$ cat src/rtl/if_fetch_unit.sv
// Instruction-fetch stage.
// Owns the fetch address (pc_next), requests instruction words from instruction
// memory over a req/ack handshake, and hands them to decode through a
// two-entry buffer: an output register plus one skid entry.
//
// Ports:
//   clk, rst            clock, synchronous active-high reset
//   redirect            branch/jump taken in execute (one-cycle pulse)
//   redirect_pc         redirect target, low two bits forced to zero
//   stall               decode back-pressure; consume = instr_valid && !stall
//   imem_req            memory request, high only while waiting on memory
//   imem_addr           request address (equals pc_next)
//   imem_ack            memory response valid, ignored while imem_req is low
//   imem_rdata          instruction word returned with imem_ack
//   pc_next             registered fetch address for the PC register
//   instr_valid         instr_out / instr_pc hold a valid instruction
//   instr_out           fetched instruction word
//   instr_pc            address of instr_out
module if_fetch_unit #(
  parameter int unsigned BUS_WIDTH = 32,
  parameter logic [BUS_WIDTH-1:0] RESET_PC = '0
) (
  input  logic                 clk,
  input  logic                 rst,
  input  logic                 redirect,
  input  logic [BUS_WIDTH-1:0] redirect_pc,
  input  logic                 stall,
  output logic                 imem_req,
  output logic [BUS_WIDTH-1:0] imem_addr,
  input  logic                 imem_ack,
  input  logic [BUS_WIDTH-1:0] imem_rdata,
  output logic [BUS_WIDTH-1:0] pc_next,
  output logic                 instr_valid,
  output logic [BUS_WIDTH-1:0] instr_out,
  output logic [BUS_WIDTH-1:0] instr_pc
);

  typedef enum logic [1:0] {StIdle, StWait, StFull} state_e;

  state_e               state_q;
  logic                 skid_valid_q;
  logic [BUS_WIDTH-1:0] skid_data_q;
  logic [BUS_WIDTH-1:0] skid_pc_q;
  // Kill marks the in-flight request as stale after a redirect; its ack is dropped.
  logic                 kill_q;
  logic [BUS_WIDTH-1:0] kill_pc_q;

  logic                 consume;
  logic                 ack;
  logic [BUS_WIDTH-1:0] target_pc;

  assign imem_req  = (state_q == StWait);
  assign imem_addr = pc_next;
  assign consume   = instr_valid && !stall;
  assign ack       = imem_req && imem_ack;
  assign target_pc = {redirect_pc[BUS_WIDTH-1:2], 2'b00};

  always_ff @(posedge clk) begin
    if (rst) begin
      state_q      <= StIdle;
      pc_next      <= RESET_PC;
      instr_valid  <= 1'b0;
      instr_out    <= '0;
      instr_pc     <= '0;
      skid_valid_q <= 1'b0;
      skid_data_q  <= '0;
      skid_pc_q    <= '0;
      kill_q       <= 1'b0;
      kill_pc_q    <= '0;
    end else if (redirect) begin
      instr_valid  <= 1'b0;
      skid_valid_q <= 1'b0;
      state_q      <= StWait;
      if (state_q == StWait && !ack) begin
        // Request still outstanding: keep the address stable and drop its ack later.
        kill_q    <= 1'b1;
        kill_pc_q <= target_pc;
      end else begin
        kill_q  <= 1'b0;
        pc_next <= target_pc;
      end
    end else begin
      unique case (state_q)
        StIdle: begin
          state_q <= StWait;
        end
        StWait: begin
          if (ack && kill_q) begin
            kill_q  <= 1'b0;
            pc_next <= kill_pc_q;
          end else if (ack) begin
            pc_next <= pc_next + BUS_WIDTH'(4);
            if (consume && skid_valid_q) begin
              // Older skid entry goes out first; the new word takes its place.
              instr_out   <= skid_data_q;
              instr_pc    <= skid_pc_q;
              skid_data_q <= imem_rdata;
              skid_pc_q   <= pc_next;
              state_q     <= StFull;
            end else if (consume || !instr_valid) begin
              instr_valid <= 1'b1;
              instr_out   <= imem_rdata;
              instr_pc    <= pc_next;
            end else begin
              skid_valid_q <= 1'b1;
              skid_data_q  <= imem_rdata;
              skid_pc_q    <= pc_next;
              state_q      <= StFull;
            end
          end else if (consume) begin
            instr_valid  <= skid_valid_q;
            instr_out    <= skid_valid_q ? skid_data_q : instr_out;
            instr_pc     <= skid_valid_q ? skid_pc_q : instr_pc;
            skid_valid_q <= 1'b0;
          end
        end
        StFull: begin
          if (consume) begin
            instr_valid  <= skid_valid_q;
            instr_out    <= skid_data_q;
            instr_pc     <= skid_pc_q;
            skid_valid_q <= 1'b0;
            state_q      <= StWait;
          end
        end
        default: begin
          state_q <= StIdle;
        end
      endcase
    end
  end

endmodule

$ cat config.mk
export PLATFORM = sky130hd
export DESIGN_NAME = if_fetch_unit
export DESIGN_NICKNAME = d
export VERILOG_FILES = /design/src/rtl/if_fetch_unit.sv
export SDC_FILE = /design/constraint.sdc
export NUM_CORES = 1
export LEC_CHECK = 0
export ABC_CLOCK_PERIOD_IN_PS = 4010
export CORE_UTILIZATION = 39
export CTS_CLUSTER_SIZE = 16
export DETAILED_ROUTE_END_ITERATION = 8
export PLACE_DENSITY_LB_ADDON = 0.12
export SYNTH_ARGS = -nofsm -noshare
export SYNTH_HDL_FRONTEND = slang
export SYNTH_SLANG_ARGS = --single-unit
$ cat constraint.sdc
create_clock -name clk -period 4.01 [get_ports clk]
set_clock_uncertainty 0.1 [all_clocks]
set_input_delay 1.0025 -clock clk [delete_from_list [all_inputs] [get_ports clk]]
set_output_delay 1.0025 -clock clk [all_outputs]
set_load 0.02 [all_outputs]
==> run metrics <==
highest clock rate=316 MHz; Max FO, Critical Path=14; outcome=finished, final reports clean; wire length per cell=16.4 um; CP endpoint kind=output port; WL met1=11700 um; leakage power=between 3 and 4 nW; GRT Util Overall=a little over a fifth; Area Growth Syn to Fin=28.4%; RSZ-0062 raised after global routing=false; setup repair bufs after CTS=0; top post-synthesis cells by area=dfxtp_1 43%, nand2_1 9.2%, mux2i_1 7.4%; worst-skew pair later-pin latency=0.43 ns; PwrDens=424 mW/mm^2; Core Area=0.0218 sq mm; Peak VDD IR=0.000262 V; cts hold-fix bufs=0; ant diodes=0; Die Area=0.0229 sq mm; Worst Tran Pin Value=between 0.7 and 0.8 ns; fin crit share=78.9%; routed vias=7717; Die Height=roughly 150 um; vias per cell=5.25; CTS root buffer=clkbuf_16; Top FF cell, synth=dfxtp_1; antenna violations before repair=0; endpoints failing hold=0; routed wl met3=1380 um; Initial DRC Count=399; Setup TNS Final=0 ns; layout cell share with drive strength beyond 1=5.71%; Synth Register Bits=189; final wirelength=about 24000 um; Site Rows=54; CTS tree=done; Max Transition Viols Final=0; Resize count post-CTS=0; total CTS buffers=17; Synth Cell Area=0.00870 sq mm; Clock Pin Slew Worst Setup and Hold Paths=0.07 ns; Hold Path Class=register to register; Worst slew margin=51.9%; ys async rst share=0%; CP Data Required Time=between 2 and 3 ns; CP Class=register to output port; Post-synth EDFFs=0; syn_area_per_cell=8.15 sq um; Crit path arrival time=2.06 ns; area leader, netlist=dfxtp_1; Synth warnings=0; number of library cell types mapped by synthesis=63; I/O pins=just under 200; Die X=151 um; Initial Util=39.9%; largest net degree at the start of global routing=125; port bufs=190; clock buffer depth=2; GRT overflow=0; htree depth=4; clock sink count=189; Syn Inst Count=1068; max-cap violations=0; Pwr Total=around 0.0047 W; startpoint types=register; wire length of the first global-routing pass=37900 um; dpl hpwl=15400 um; top cell type's share of synthesized area=43.5%; RePlAce Congestion=approximately 0.8; Final setup viols=0; top routing layer used=met4; Layout Nets=1252; post-route ant nets=0; first-pass detailed-route iteration total=4; min cycle time layout=3.16 ns; vias in the first global route=6904; share of the yosys chip area belonging to registers=roughly 43%; DRC viols=0; met2 routed WL=10700 um
critical path: stages (launching register included):
cell,delay [ns]
dfxtp_1,0.35
inv_1,0.11
ha_1,0.47
clkdlybuf4s50_1,0.70
worst paths after layout:
kind | from | end | slack (ns) | cells after the start
setup / recovery | state_q[1] | imem_req | 0.85 | 3
hold / removal | kill_pc_q[26] | kill_pc_q[26] | 0.35 | 2
hold reg to reg | kill_pc_q[26] | kill_pc_q[26] | 0.35 | 2
setup reg to reg | state_q[1] | instr_pc[5] | 1.31 | 8
cell usage in the layout (no fill, tap or decap), types with 3 or more instances in the layout:
master,n
or3_1,5
a21oi_1,122
inv_8,3
nand4_1,6
a211oi_1,80
o22ai_1,9
dfxtp_1,189
clkbuf_16,17
xor2_1,3
clkinv_8,3
o21ai_0,31
a21o_1,5
nor2_1,91
mux2i_1,64
clkdlybuf4s50_1,189
a31oi_1,7
buf_12,5
or4_1,4
nand2b_1,5
a211o_1,3
and3_1,3
and2_1,3
nor4_1,7
buf_4,13
ha_1,6
xnor2_1,3
inv_1,8
inv_6,4
o31ai_1,3
a221o_1,3
o31a_1,3
nor4_2,3
nor3_1,14
nand3_1,10
nand2_1,213
conb_1,6
and4_1,3
per-layer routing:
layer / up-vias / GRT usage (%)
met2: 221 / 32.7
met4: 0 / 5.85
met1: 3543 / 30.0
met5: - / 0
li1: 3933 / -
met3: 20 / 4.52
sequential cells by signal, indices dropped and copies added (netlist names):
| register | count |
|---|---|
| imem_addr | 30 |
| instr_out | 32 |
| instr_pc | 30 |
| instr_valid | 1 |
| kill_pc_q | 30 |
| kill_q | 1 |
| skid_data_q | 32 |
| skid_pc_q | 30 |
| skid_valid_q | 1 |
| state_q | 2 |
where the power goes:
part	switching [W]	total, W	leakage, nW	internal, W
registers	0.000121	0.00210	1.54	0.00198
clock network	0.000836	0.00173	0.289	0.000893
logic	0.000489	0.000904	1.75	0.000415
total	0.00145	0.00473	3.58	0.00328
cell families after synthesis:
family / after synthesis / synth area share, %
simple gates: 378 / 18.7
compound gates: 290 / 21.1
flops: 189 / 43.5
buf+inv: 132 / 7.54
mux: 66 / 7.62
fa+ha+maj: 6 / 0.863
xor+xnor: 6 / 0.604
other cells: 1 / 0.0431
final cells by class:
| type | count | area, sq um |
|---|---|---|
| flip-flops and latches | 189 | 3780 |
| fillers | 2077 | 10700 |
| clock inverters | 15 | 176 |
| multi-input cells | 752 | 4300 |
| repair buffers | 208 | 2100 |
| inverters | 9 | 33.8 |
| well taps | 280 | 350 |
| clock buffers | 17 | 425 |
cells in the mapped netlist (all sizes together) (3+ instances only):
cell and count:
ha 6, clkbuf 66, a21o 5, nand3 13
mux2i 64, o31a 3, nand2 213, and4 3
o21ai 33, a21oi 122, buf 57, o31ai 4
xnor2 3, or3 6, xor2 3, and2 3
nor4 10, a2111oi 3, nor3 15, inv 8
o22ai 9, or4 4, dfxtp 189, a221o 3
and3 3, nor2 91, nand2b 5, nand4 6
a211oi 81, a31oi 7, a211o 3
metrics by stage:
stage	worst slack [ns]	util [%]	hold WS [ns]	instance area, sq um	cells
final	0.848	51.2	0.352	11200	1470
after global routing	0.737	51.2	0.368	11200	1470
after CTS	0.853	51.2	0.355	11200	1470
after detailed placement	0.576	48.4	0.344	10600	1438
after global placement	0.598	48.4	0.337	10600	1438
after floorplan	1.38	-	0.332	8720	1073
Power figures use the tool's default switching activity.
